[src/rtl/ifu_fetch.sv]
// ifu_fetch: instruction fetch unit ahead of the single-cycle RV32I core.
// Requests pc from imem (valid/ready), waits for the response, holds it as ist.
// Ports: clk, reset (sync, active-high), pc, flush,
//   mem_req_valid/ready/addr, mem_resp_valid/data,
//   ist, ist_valid, ist_ready, fetch_err (00 ok, 01 misaligned, 10 timeout).
module ifu_fetch #(
  parameter int ADDR_W  = 32,
  parameter int DATA_W  = 32,
  parameter int TIMEOUT = 255
) (
  input  logic              clk,
  input  logic              reset,
  input  logic [ADDR_W-1:0] pc,
  input  logic              flush,
  output logic              mem_req_valid,
  input  logic              mem_req_ready,
  output logic [ADDR_W-1:0] mem_req_addr,
  input  logic              mem_resp_valid,
  input  logic [DATA_W-1:0] mem_resp_data,
  output logic [DATA_W-1:0] ist,
  output logic              ist_valid,
  input  logic              ist_ready,
  output logic [1:0]        fetch_err
);

  localparam int CW = $clog2(TIMEOUT + 1);
  localparam logic [CW-1:0] TMAX = CW'(TIMEOUT);

  typedef enum logic [2:0] {
    IDLE, REQ, WAIT, HOLD, ERR
  } state_t;

  state_t            state, state_n;
  logic [ADDR_W-1:0] addr_q, addr_n;
  logic [DATA_W-1:0] ist_n;
  logic              ist_valid_n;
  logic [1:0]        err_n;
  logic [CW-1:0]     cnt, cnt_n, cnt_inc;
  logic              drop, drop_n;
  logic              misaligned;

  assign misaligned = (pc[1:0] != 2'b00);
  // Saturating increment: the counter never wraps.
  assign cnt_inc = (cnt == TMAX) ? cnt : cnt + CW'(1);

  always_ff @(posedge clk) begin
    if (reset) begin
      state     <= IDLE;
      addr_q    <= '0;
      ist       <= '0;
      ist_valid <= 1'b0;
      fetch_err <= 2'b00;
      cnt       <= '0;
      drop      <= 1'b0;
    end else begin
      state     <= state_n;
      addr_q    <= addr_n;
      ist       <= ist_n;
      ist_valid <= ist_valid_n;
      fetch_err <= err_n;
      cnt       <= cnt_n;
      drop      <= drop_n;
    end
  end

  always_comb begin
    state_n       = state;
    addr_n        = addr_q;
    ist_n         = ist;
    ist_valid_n   = ist_valid;
    err_n         = fetch_err;
    cnt_n         = cnt;
    drop_n        = drop;
    mem_req_valid = 1'b0;
    mem_req_addr  = addr_q;
    unique case (state)
      IDLE: state_n = REQ;
      REQ: begin
        // Address follows pc live, so a flush here loses nothing.
        mem_req_addr = pc;
        if (misaligned) begin
          state_n = ERR;
          err_n   = 2'b01;
        end else begin
          mem_req_valid = 1'b1;
          if (mem_req_ready) begin
            addr_n  = pc;
            cnt_n   = '0;
            // Accepted during a redirect: that response is stale.
            drop_n  = flush;
            state_n = WAIT;
          end
        end
      end
      WAIT: begin
        cnt_n = cnt_inc;
        if (mem_resp_valid) begin
          if (drop || flush) begin
            drop_n  = 1'b0;
            state_n = REQ;
          end else begin
            ist_n       = mem_resp_data;
            ist_valid_n = 1'b1;
            state_n     = HOLD;
          end
        end else begin
          if (flush) drop_n = 1'b1;
          if (cnt_inc == TMAX) begin
            drop_n  = 1'b0;
            err_n   = 2'b10;
            state_n = ERR;
          end
        end
      end
      HOLD: begin
        if (flush || ist_ready) begin
          ist_valid_n = 1'b0;
          state_n     = REQ;
        end
      end
      ERR: begin
        if (flush) begin
          err_n   = 2'b00;
          state_n = REQ;
        end
      end
      default: state_n = IDLE;
    endcase
  end

endmodule

[config.mk]
export PLATFORM = sky130hd
export DESIGN_NAME = ifu_fetch
export DESIGN_NICKNAME = d
export VERILOG_FILES = /design/src/rtl/ifu_fetch.sv
export SDC_FILE = /design/constraint.sdc
export NUM_CORES = 1
export LEC_CHECK = 0
export CAP_MARGIN = 10
export CORE_ASPECT_RATIO = 1.75
export CORE_MARGIN = 3
export CORE_UTILIZATION = 44
export CTS_CLUSTER_DIAMETER = 60
export DETAILED_ROUTE_END_ITERATION = 8
export PLACE_DENSITY = 0.81
export SLEW_MARGIN = 20
export SYNTH_ARGS = -nofsm -noshare
export SYNTH_HDL_FRONTEND = slang
export SYNTH_SLANG_ARGS = --single-unit
[constraint.sdc]
create_clock -name clk -period 2.2 [get_ports clk]
set_input_delay 0.55 -clock clk [delete_from_list [all_inputs] [get_ports clk]]
set_output_delay 0.55 -clock clk [all_outputs]
set_load 0.02 [all_outputs]
Yosys cells after proc, flatten, opt, wreduce, memory -nomap -nowiden
Cells that the tools add are included.
{"block": "totals", "output_inout_bits": 68, "in_bits": 70, "register_bits": 79, "wordCells": 74}
{"block": "op_classes", "eq_ne": 19, "n_bitwise": 2, "mux": 31, "addsub": 1, "n_reduce_logical": 14}
{"op": "$mux W32", "count": 1}
{"op": "$mux W8", "count": 3}
{"op": "$mux W3", "count": 6}
{"op": "$ne A2 B2 Y1 const B", "count": 9}
{"op": "$eq A8 B8 Y1 const B", "count": 2}
{"op": "$pmux W8 S2", "count": 1}
{"op": "$pmux W3 S5", "count": 1}
{"op": "$mux W1", "count": 11}
{"op": "$mux W2", "count": 5}
{"op": "$reduce_and A5 Y1", "count": 2}
{"op": "$ne A3 B3 Y1 const B", "count": 3}
{"op": "$reduce_and A3 Y1", "count": 3}
{"op": "$add A8 B1 Y8 const B", "count": 1}
{"op": "$reduce_and A4 Y1", "count": 2}
{"op": "$eq A3 B2 Y1 const B", "count": 2}
{"op": "$pmux W2 S3", "count": 1}
{"op": "$reduce_bool A2 Y1", "count": 3}
{"op": "$ne A4 B4 Y1 const B", "count": 1}
{"op": "$pmux W1 S2", "count": 2}
{"op": "$eq A3 B1 Y1 const B", "count": 1}
{"op": "$eq A3 B3 Y1 const B", "count": 1}
{"op": "$logic_not A3 Y1", "count": 1}
{"op": "$reduce_bool A3 Y1", "count": 1}
{"op": "$logic_or A1 B1 Y1", "count": 2}
{"op": "$not A1 Y1", "count": 2}

Longest topological paths before layout
Gate-level depths: netlist of run 1.
{"block": "logic_depth", "depth_word": 6, "depth_mapped": 7, "ltp_nobuf": 6}

Worst setup path after synthesis of run 1
OpenSTA, ideal clock, no wires.
{"block": "synth_path", "kind": "register to output", "startpoint": "register state[0]", "endpoint": "output port mem_req_addr[10]", "setup_slack_ns": 0.278, "required_time_ns": 1.650, "n_path_buf": 2, "t_arrival_ns": 1.372, "path_stages_with_launch": 6, "path_cell_list": "dfxtp_1 > nor3b_1 > buf_4 > clkbuf_1 > nand2_1 > nand2_1"}
{"block": "synth_via", "elab_chain_cells": 2}
{"element": "start: declaration", "line": "33", "text": "state_t state, state_n;"}
{"element": "start signal: assignment", "line": "56", "text": "state <= state_n;"}
{"element": "$eq A3 B1 Y1", "line": "76", "text": "unique case (state)"}
{"element": "$mux W32", "line": "76"}
{"element": "end: declaration", "line": "17", "text": "output logic [ADDR_W-1:0] mem_req_addr,"}
Every way passes these cells.

Worst setup path after layout of run 1
{"block": "layout_path", "startpoint": "register state[2]", "endpoint": "output port mem_req_addr[11]"}
The elaborated chain is that of the path after synthesis.

==> results of run 1 <==
## logic make-up after synthesis
logic type / Yosys count
buffers and inverters: 43
AOI/OAI and AO/OA: 96
adders and majority gates: 1
muxes: 1
DFF: 79
and+or+nand+nor: 281
## synth_stat cells, types with 3 or more instances
library cell	instances	area share
a21oi_1	72	0.10
buf_2	8	0.011
buf_4	5	0.011
clkbuf_1	22	0.023
dfxtp_1	79	0.45
inv_1	8	0.0085
nand2_1	220	0.23
nand4_1	4	0.0071
nor2_1	24	0.025
nor3_1	12	0.017
o21a_1	3	0.0064
o21ai_0	5	0.0071
## power by group through the flow
stage	logic, W	clock network (W)	registers, W
4_1_cts	0.000789	0.00158	0.00149
5_1_grt	0.000889	0.00164	0.00149
6_report	0.000823	0.00155	0.00149
3_3_place_gp	0.000848	0	0.00151
2_1_floorplan	0.000400	0	0.00153
3_5_place_dp	0.000862	0	0.00152
## registers in the layout, summed over array words and instances, names as in the netlist
signal / count
state: 3
cnt: 8
fetch_err: 2
addr_q: 32
ist: 32
ist_valid: 1
drop: 1
## how the worst min path moves through the flow
stage	from	end	slack, ps	cells past startpoint
after floorplan	addr_q[0]	addr_q[0]	410	2
after global placement	addr_q[1]	addr_q[1]	430	2
after detailed placement	addr_q[1]	addr_q[1]	430	2
after CTS	addr_q[1]	addr_q[1]	440	2
after global routing	addr_q[1]	addr_q[1]	450	2
final	addr_q[0]	addr_q[0]	440	2
## per-stage QoR
stage	setup TNS (ps)	instances
after global placement	-3060	719
after global routing	-90.1	736
after CTS	0	734
after floorplan	0	501
after detailed placement	-3240	719
final	0	736
## tightest hold or removal path, delay by kind of cell, from the launching register on
kind	cells	cell delay, ps
buf+inv	1	60
simple gates	1	40
flops	1	290
## area by class of cell
cell class / instances / area share
Timing Repair Buffer: 167 / 0.282
Clock buffer: 11 / 0.0457
Multi-Input combinational cell: 379 / 0.335
Inverter: 8 / 0.00565
Sequential cell: 79 / 0.298
Tap cell: 88 / 0.0207
Clock inverter: 4 / 0.0132
## per-layer routing
metal | share of wire | up-vias | GRT usage | routed length, um
li1 | - | 1934 | - | -
met1 | 0.37 | 1725 | 0.229 | 3660
met2 | 0.54 | 129 | 0.390 | 5400
met3 | 0.070 | 22 | 0.0574 | 698
met4 | 0.024 | 0 | 0.0918 | 242
met5 | 0 | - | 0 | 0
## timing repair
item                                    CTS  global route
buffers inserted                          0             1
endpoints found under the setup margin   33            25
endpoints found under the hold margin     0             0
hold buffers                              0             0
gates cloned                              0             1
gates resized for setup                 133             7
==> impl_metrics.py, run 1 <==
metrics = {
    "yosys": {
        "synth_cell_types": 43,
        "ys_seq_area_frac": 0.448,
        "netlist_area_um2": 3530,
        "netlist_instances": 501,
        "synthAdderAreaFrac": 0.00354,
        "syn_nets": 572,
        "synthSimpleGateAreaFrac": 0.336,
        "synth.mux.area_fraction": 0.00319,
        "synth_seq_cells": 79,
        "synth_edf_count": 0,
        "async_flop_share": 0,
        "synth_top_family_by_area": "simple AND/OR/NAND/NOR gates",
        "synth-xor-area-share": 0,
        "yosysWarnings": 0,
        "ys.flop_type": "dfxtp_1",
        "synth-compound-area-share": 0.156,
        "syn_area_per_cell_um2": 7.05,
    },
    "worst_setup_path": {
        "worstPathArrival_ps": 1600,
        "critical-path-top-delay-family": "buffers and inverters",
        "path_common_cell": "nand2_1",
        "required_ps": 1650,
        "reg2reg_depth": 6,
        "path_cells": "nor3b_4 > buf_6 > clkbuf_16 > nand2_1 > nand2_1 > buf_2",
        "critPathMaxFanout": 18,
        "rr_endpoint": "state[1]",
        "path_buf_inv": 3,
        "max_stage_delay_ps": 350,
        "end_kind": "output pin",
        "crit_path_end": "mem_req_addr[11]",
        "slowest_stage": "dfxtp_1",
        "worstSetupPathType": "flip-flop to output pin",
        "cp_num_cells": 6,
        "worst_setup_path_start_kind": "flip-flop",
        "regToRegSetupSlack_ps": 230,
        "cp-startpoint": "state[2]",
        "r2r_start": "cnt[0]",
    },
    "final_layout": {
        "num_antenna_cells": 0,
        "register_area_um2": 1580,
        "layout-drive-gt1-share": 0.139,
        "area_delta_synth_final_pct": 50.4,
        "layout_commonest_cell": "nand2_1",
        "final_util": 0.692,
        "nets": 715,
        "nFillCells": 657,
        "fin_area_um2": 5310,
        "layout_common_cells": "nand2_1, clkdlybuf4s50_1, dfxtp_1",
        "multiInputGateArea_um2": 1780,
    },
    "clock_tree": {
        "clkSinkCount": 79,
        "cts_tree": "built",
        "ctsRootBufferMaster": "clkbuf_16",
        "htreeDepth": 3,
        "cts_buffers": 9,
        "clockBufferDepth": 2,
        "insertion_delay_ps": 330,
        "clk_pin_slew_ps": 60,
    },
    "power_and_ir_drop": {
        "powerDensity_nw_per_um2": 728,
        "power_switching_w": 0.00101,
        "p_leak_nw": 2.10,
        "clkPwrFrac": 0.402,
        "p_sw_frac": 0.262,
        "combPwrFrac": 0.213,
        "max-vdd-ir-drop_v": 0.000491,
        "finalPower_w": 0.00387,
        "seqPwrFrac": 0.385,
        "p_int_w": 0.00285,
    },
    "route": {
        "drc": 0,
        "drt_wl_total_um": 10000,
        "viasPerCell": 5.18,
        "drtAntennaViolNets": 0,
        "vias": 3810,
        "route.detailed.wl_per_inst_um": 13.6,
        "drt-initial-drc-count": 134,
        "firstDrtPassIters": 4,
    },
    "timing": {
        "skew_ps": 10.1,
        "fmax_ghz": 0.464,
        "period_needed_ps": 2150,
        "finalCritPeriodShare": 0.979,
        "slew_headroom": 0.738,
        "rsz0062_at_grt": "yes",
        "hold_slack_ps": 439,
        "final-hold-violation-count": 0,
        "setup_viol_count_final": 0,
        "layout_setup_ws_ps": 46.3,
        "worst_pin_slew_ps": 393,
        "drv_slew": 0,
    },
    "place": {
        "dp_hpwl_um": 7290,
        "placed_area_um2": 5110,
        "pre_cts_ws_ps": -346,
        "portBuffers": 137,
        "place_congestion": 0.845,
    },
    "floorplanning": {
        "fp-row-count": 42,
        "start_util": 0.461,
        "design.core.area_um2": 7670,
        "die_y_um": 125,
        "die-area_um2": 9180,
        "die_w_um": 73.7,
        "num_io_pins": 138,
    },
    "global_route": {
        "grt_max_degree": 40,
        "overflow": 0,
        "track_usage": 0.218,
        "antenna_found_initial": 0,
        "grt_pass1_vias": 3651,
        "grt_pass1_wl_um": 16200,
    },
    "flow_run": {
        "drv_cap": 0,
    },
    "outcome": {
        "status": "complete, no violations",
    },
    "worst_hold_path": {
        "hp-class": "flip-flop to flip-flop",
    },
}
No activity file was read; power rests on OpenSTA's default activity.
==> run 2, diff against run 1 <==
- CORE_MARGIN: 3 -> 10
- PLACE_DENSITY: 0.81 -> default
- PLACE_DENSITY_LB_ADDON: default -> 0.15
- SLEW_MARGIN: 20 -> default
==> run 2 against run 1 <==
  * Clock skew fell by 3.0 ps
  * Register-to-register slack better by 50 ps
  * Sequential share of layout area hardly changed
  * Cell area hardly changed
  * Sequential cell count did not move
  * Critical endpoint is now mem_req_addr[22]
==> impl_metrics.py, run 2 (synthesis gave the netlist of run 1 again) <==
metrics = {
    "outcome": {
        "status": "complete, no violations",
    },
    "global_route": {
        "top_usage_layer": "met2",
        "track_usage": 0.177,
        "grt_pass1_vias": 3722,
        "use_met1": 0.181,
        "grt_pass1_wl_um": 17800,
        "antenna_found_initial": 0,
        "met2_usage": 0.309,
        "grt_max_degree": 38,
        "gr-usage-met3": 0.0647,
        "overflow": 0,
    },
    "power_and_ir_drop": {
        "max-vdd-ir-drop_v": 0.000558,
        "seqPwrFrac": 0.389,
        "combPwrFrac": 0.224,
        "p_sw_frac": 0.280,
        "p_int_w": 0.00275,
        "power_switching_w": 0.00107,
        "powerDensity_nw_per_um2": 720,
        "finalPower_w": 0.00382,
        "p_leak_nw": 2.09,
        "clkPwrFrac": 0.387,
    },
    "route": {
        "drt-initial-drc-count": 153,
        "route.detailed.wl_per_inst_um": 15.2,
        "viasPerCell": 5.14,
        "drc": 0,
        "drtAntennaViolNets": 0,
        "firstDrtPassIters": 7,
        "vias": 3791,
        "drt_wl_total_um": 11200,
    },
    "final_layout": {
        "nets": 714,
        "stdcell_count": 738,
        "fin_area_um2": 5310,
        "reg_top3": "addr_q x32, ist x32, cnt x8",
        "layout_commonest_cell": "nand2_1",
        "register_area_um2": 1580,
        "area_delta_synth_final_pct": 50.3,
        "num_antenna_cells": 0,
        "nFillCells": 698,
        "layout-drive-gt1-share": 0.137,
        "multiInputGateArea_um2": 1780,
        "layout_common_cells": "nand2_1, clkdlybuf4s50_1, dfxtp_1",
    },
    "timing": {
        "finalCritPeriodShare": 0.973,
        "period_needed_ps": 2140,
        "skew_ps": 7.08,
        "final-hold-violation-count": 0,
        "setup_viol_count_final": 0,
        "worst_pin_slew_ps": 333,
        "drv_slew": 0,
        "fmax_ghz": 0.467,
        "slew_headroom": 0.778,
        "hold_slack_ps": 440,
    },
    "worst_setup_path": {
        "end_kind": "output pin",
        "max_stage_delay_ps": 350,
        "worstSetupPathType": "flip-flop to output pin",
        "path_cells": "nor3b_4 > buf_4 > clkbuf_16 > nand2_1 > nand2_1 > buf_2",
        "required_ps": 1650,
        "critPathMaxFanout": 18,
        "worst_setup_path_start_kind": "flip-flop",
        "path_common_cell": "nand2_1",
        "slowest_stage": "dfxtp_1",
        "critical-path-top-delay-family": "buffers and inverters",
        "worstPathArrival_ps": 1590,
        "path_buf_inv": 3,
    },
    "clock_tree": {
        "clockBufferDepth": 2,
        "ctsRootBufferMaster": "clkbuf_16",
        "clkSinkCount": 79,
        "holdBufCountCts": 0,
        "clk_pin_slew_ps": 60,
        "cts_buffers": 9,
        "insertion_delay_ps": 340,
        "htreeDepth": 3,
        "cts_tree": "built",
    },
    "worst_hold_path": {
        "hp-class": "flip-flop to flip-flop",
    },
    "floorplanning": {
        "num_io_pins": 138,
        "die_w_um": 87.7,
        "die_y_um": 139,
        "design.core.area_um2": 7910,
        "die-area_um2": 12200,
        "fp-row-count": 43,
        "start_util": 0.447,
    },
    "place": {
        "place_congestion": 0.771,
        "placed_area_um2": 5100,
        "dp_hpwl_um": 8160,
        "placed_cells": 719,
        "portBuffers": 137,
    },
    "flow_run": {
        "drv_cap": 0,
    },
}
[run 2: cell types whose count changed in the layout (fill, tap and decap cells not counted)]
cell / delta
dfxtp_2: -2
bufinv_16: -1
clkdlybuf4s15_2: +1
dfxtp_1: +2
buf_2: -2
clkbuf_16: +1
clkinv_2: +1
clkbuf_1: -1
buf_6: -1
clkinvlp_4: +2
buf_4: -1
clkbuf_2: +1
[run 2: area by class of cell]
type / count / share of cell area
Tap cell: 90 / 0.0212
Timing Repair Buffer: 166 / 0.284
Inverter: 8 / 0.00565
Multi-Input combinational cell: 379 / 0.335
Sequential cell: 79 / 0.298
Clock inverter: 6 / 0.0113
Clock buffer: 10 / 0.0450
[run 2: path summary, 6_finish.rpt]
| check | from | to | slack [ps] | cells past startpoint |
|---|---|---|---|---|
| setup reg to reg | cnt[0] | state[1] | 280 | 6 |
| hold reg to reg | addr_q[1] | addr_q[1] | 440 | 2 |
| setup / recovery | state[0] | mem_req_addr[22] | 60 | 6 |
| hold / removal | addr_q[1] | addr_q[1] | 440 | 2 |
[run 2: timing repair]
item                                    in CTS  in global routing
resized for setup                          130                  6
cloned                                       0                  2
pin swaps                                    1                  0
endpoints found under the setup margin      33                 23
setup buffers                                0                  1
[run 2: worst register-to-register path, cell delays in order (launching register included)]
cell	delay [ps]
dfxtp_1	430
ha_1	200
nand4_1	210
and4b_1	290
o21ai_2	230
o21ai_0	150
a221oi_1	300
[run 2: power by group through the flow]
| stage | combinational [W] | sequential (W) | clock [W] |
|---|---|---|---|
| after floorplan | 0.000400 | 0.00153 | 0 |
| after global placement | 0.000863 | 0.00151 | 0 |
| after detailed placement | 0.000873 | 0.00152 | 0 |
| after CTS | 0.000799 | 0.00149 | 0.00151 |
| after global routing | 0.000930 | 0.00149 | 0.00156 |
| final | 0.000856 | 0.00149 | 0.00148 |
[run 2: layer usage]
metal  wire [um]  vias to the layer above
met3         854                       17
met1        4210                     1734
met2        5920                      115
met4         235                        0
met5           0                        -
li1            -                     1925
[run 2: per-stage QoR]
stage	TNS, ps	util	setup slack (ps)
final	0	0.672	59.7
after global routing	-18.4	0.672	-18.4
after CTS	-18.4	0.665	-18.4
after global placement	-3290	0.645	-338
after detailed placement	-3420	0.645	-328
after floorplan	0	-	278
==> run 3, diff against run 2 <==
- CORE_UTILIZATION: 44 -> 57
- DONT_BUFFER_PORTS: default -> 1
==> run 3 against run 2 <==
  * Setup slack gained 37 ps
  * Clock power is 20% lower
  * Clock skew is 1.4 ps higher
  * Clock-buffer cell count rose by 1
  * Critical endpoint is now mem_req_addr[1]
==> impl_metrics.py, run 3 (synthesis gave the netlist of run 1 again) <==
metrics = {
    "route": {
        "vias": 3193,
        "firstDrtPassIters": 4,
        "drt_wl_total_um": 9080,
        "drt-initial-drc-count": 166,
        "drtAntennaViolNets": 0,
        "viasPerCell": 5.58,
        "route.detailed.wl_per_inst_um": 15.9,
        "drc": 0,
    },
    "clock_tree": {
        "cts_buffers": 9,
        "insertion_delay_ps": 350,
        "holdBufCountCts": 0,
        "ctsRootBufferMaster": "clkbuf_8",
        "htreeDepth": 3,
        "clockBufferDepth": 2,
        "clk_pin_slew_ps": 80,
        "cts_setup_buffers": 0,
        "clkSinkCount": 79,
        "cts_tree": "built",
    },
    "worst_hold_path": {
        "hp-class": "input pin to flip-flop",
    },
    "worst_setup_path": {
        "critPathMaxFanout": 14,
        "worst_setup_path_start_kind": "flip-flop",
        "path_common_cell": "buf_4",
        "required_ps": 1650,
        "slowest_stage": "dfxtp_2",
        "path_buf_inv": 2,
        "worstSetupPathType": "flip-flop to output pin",
        "critical-path-top-delay-family": "flip-flops",
        "worstPathArrival_ps": 1550,
        "end_kind": "output pin",
        "path_cells": "nor3b_2 > buf_4 > nand2_1 > o21ai_0 > buf_4",
        "max_stage_delay_ps": 420,
    },
    "floorplanning": {
        "start_util": 0.592,
        "die-area_um2": 9870,
        "die_y_um": 124,
        "fp-row-count": 37,
        "num_io_pins": 138,
        "die_w_um": 79.5,
        "design.core.area_um2": 5970,
    },
    "power_and_ir_drop": {
        "seqPwrFrac": 0.479,
        "powerDensity_nw_per_um2": 832,
        "clkPwrFrac": 0.376,
        "max-vdd-ir-drop_v": 0.000485,
        "power_switching_w": 0.000897,
        "finalPower_w": 0.00316,
        "combPwrFrac": 0.145,
        "p_int_w": 0.00226,
        "p_sw_frac": 0.284,
        "p_leak_nw": 1.38,
    },
    "place": {
        "place_congestion": 0.822,
        "dp_hpwl_um": 6630,
        "portBuffers": 0,
    },
    "global_route": {
        "track_usage": 0.181,
        "grt_pass1_vias": 3029,
        "overflow": 0,
        "grt_max_degree": 75,
        "antenna_found_initial": 0,
        "grt_pass1_wl_um": 14200,
    },
    "timing": {
        "period_needed_ps": 2100,
        "slew_headroom": 0.733,
        "drv_slew": 0,
        "fmax_ghz": 0.475,
        "skew_ps": 8.50,
        "rsz0062_at_grt": "no",
        "finalCritPeriodShare": 0.956,
        "fin_setup_tns_ps": 0,
        "setup_viol_count_final": 0,
        "worst_pin_slew_ps": 400,
        "final-hold-violation-count": 0,
    },
    "final_layout": {
        "layout_commonest_cell": "nand2_1",
        "nets": 560,
        "layout-drive-gt1-share": 0.0789,
        "final_util": 0.635,
        "num_antenna_cells": 0,
        "reg_top3": "addr_q x32, ist x32, cnt x8",
        "multiInputGateArea_um2": 1780,
        "nFillCells": 558,
        "area_delta_synth_final_pct": 7.40,
        "register_area_um2": 1580,
        "layout_common_cells": "nand2_1, dfxtp_1, a21oi_1",
    },
    "flow_run": {
        "drv_cap": 0,
    },
    "outcome": {
        "status": "complete, no violations",
    },
}
## run 3: repair_timing
item                                    4_1_cts  5_1_grt
endpoints found under the hold margin         0        0
resized for setup                             5        0
endpoints found under the setup margin       32        0
## run 3: power groups by stage
stage | clock network [W] | registers (W) | logic (W)
2_1_floorplan | 0 | 0.00153 | 0.000400
3_3_place_gp | 0 | 0.00154 | 0.000440
3_5_place_dp | 0 | 0.00154 | 0.000448
4_1_cts | 0.00123 | 0.00151 | 0.000465
5_1_grt | 0.00128 | 0.00152 | 0.000507
6_report | 0.00119 | 0.00151 | 0.000457
## run 3: per-stage QoR
step | setup slack, ps | area (um^2) | instances | hold WS (ps)
finish | 96.8 | 3790 | 572 | 262
global route | 0.255 | 3790 | 572 | 239
CTS | 56.8 | 3790 | 572 | 243
detailed placement | 177 | 3560 | 555 | 424
global placement | 235 | 3560 | 555 | 418
floorplan | 278 | 3530 | 501 | 410
## run 3: path summary, 6_finish.rpt
kind,cells past startpoint,from,to,slack (ps)
setup / recovery,5,state[0],mem_req_addr[1],100
hold reg to reg,2,addr_q[1],addr_q[1],430
setup reg to reg,6,state[2],state[0],280
hold / removal,1,reset,addr_q[25],260
## run 3: area by class of cell
| class | count | share of cell area |
|---|---|---|
| Multi-Input combinational cell | 380 | 0.469 |
| Timing Repair Buffer | 11 | 0.0218 |
| Sequential cell | 79 | 0.417 |
| Tap cell | 78 | 0.0257 |
| Clock buffer | 11 | 0.0373 |
| Inverter | 8 | 0.00791 |
| Clock inverter | 5 | 0.0214 |
## run 3: routing by layer
metal | GRT usage | share of wire
met5 | 0 | 0
met4 | 0.0991 | 0.022
met3 | 0.0988 | 0.12
met2 | 0.305 | 0.51
met1 | 0.172 | 0.35
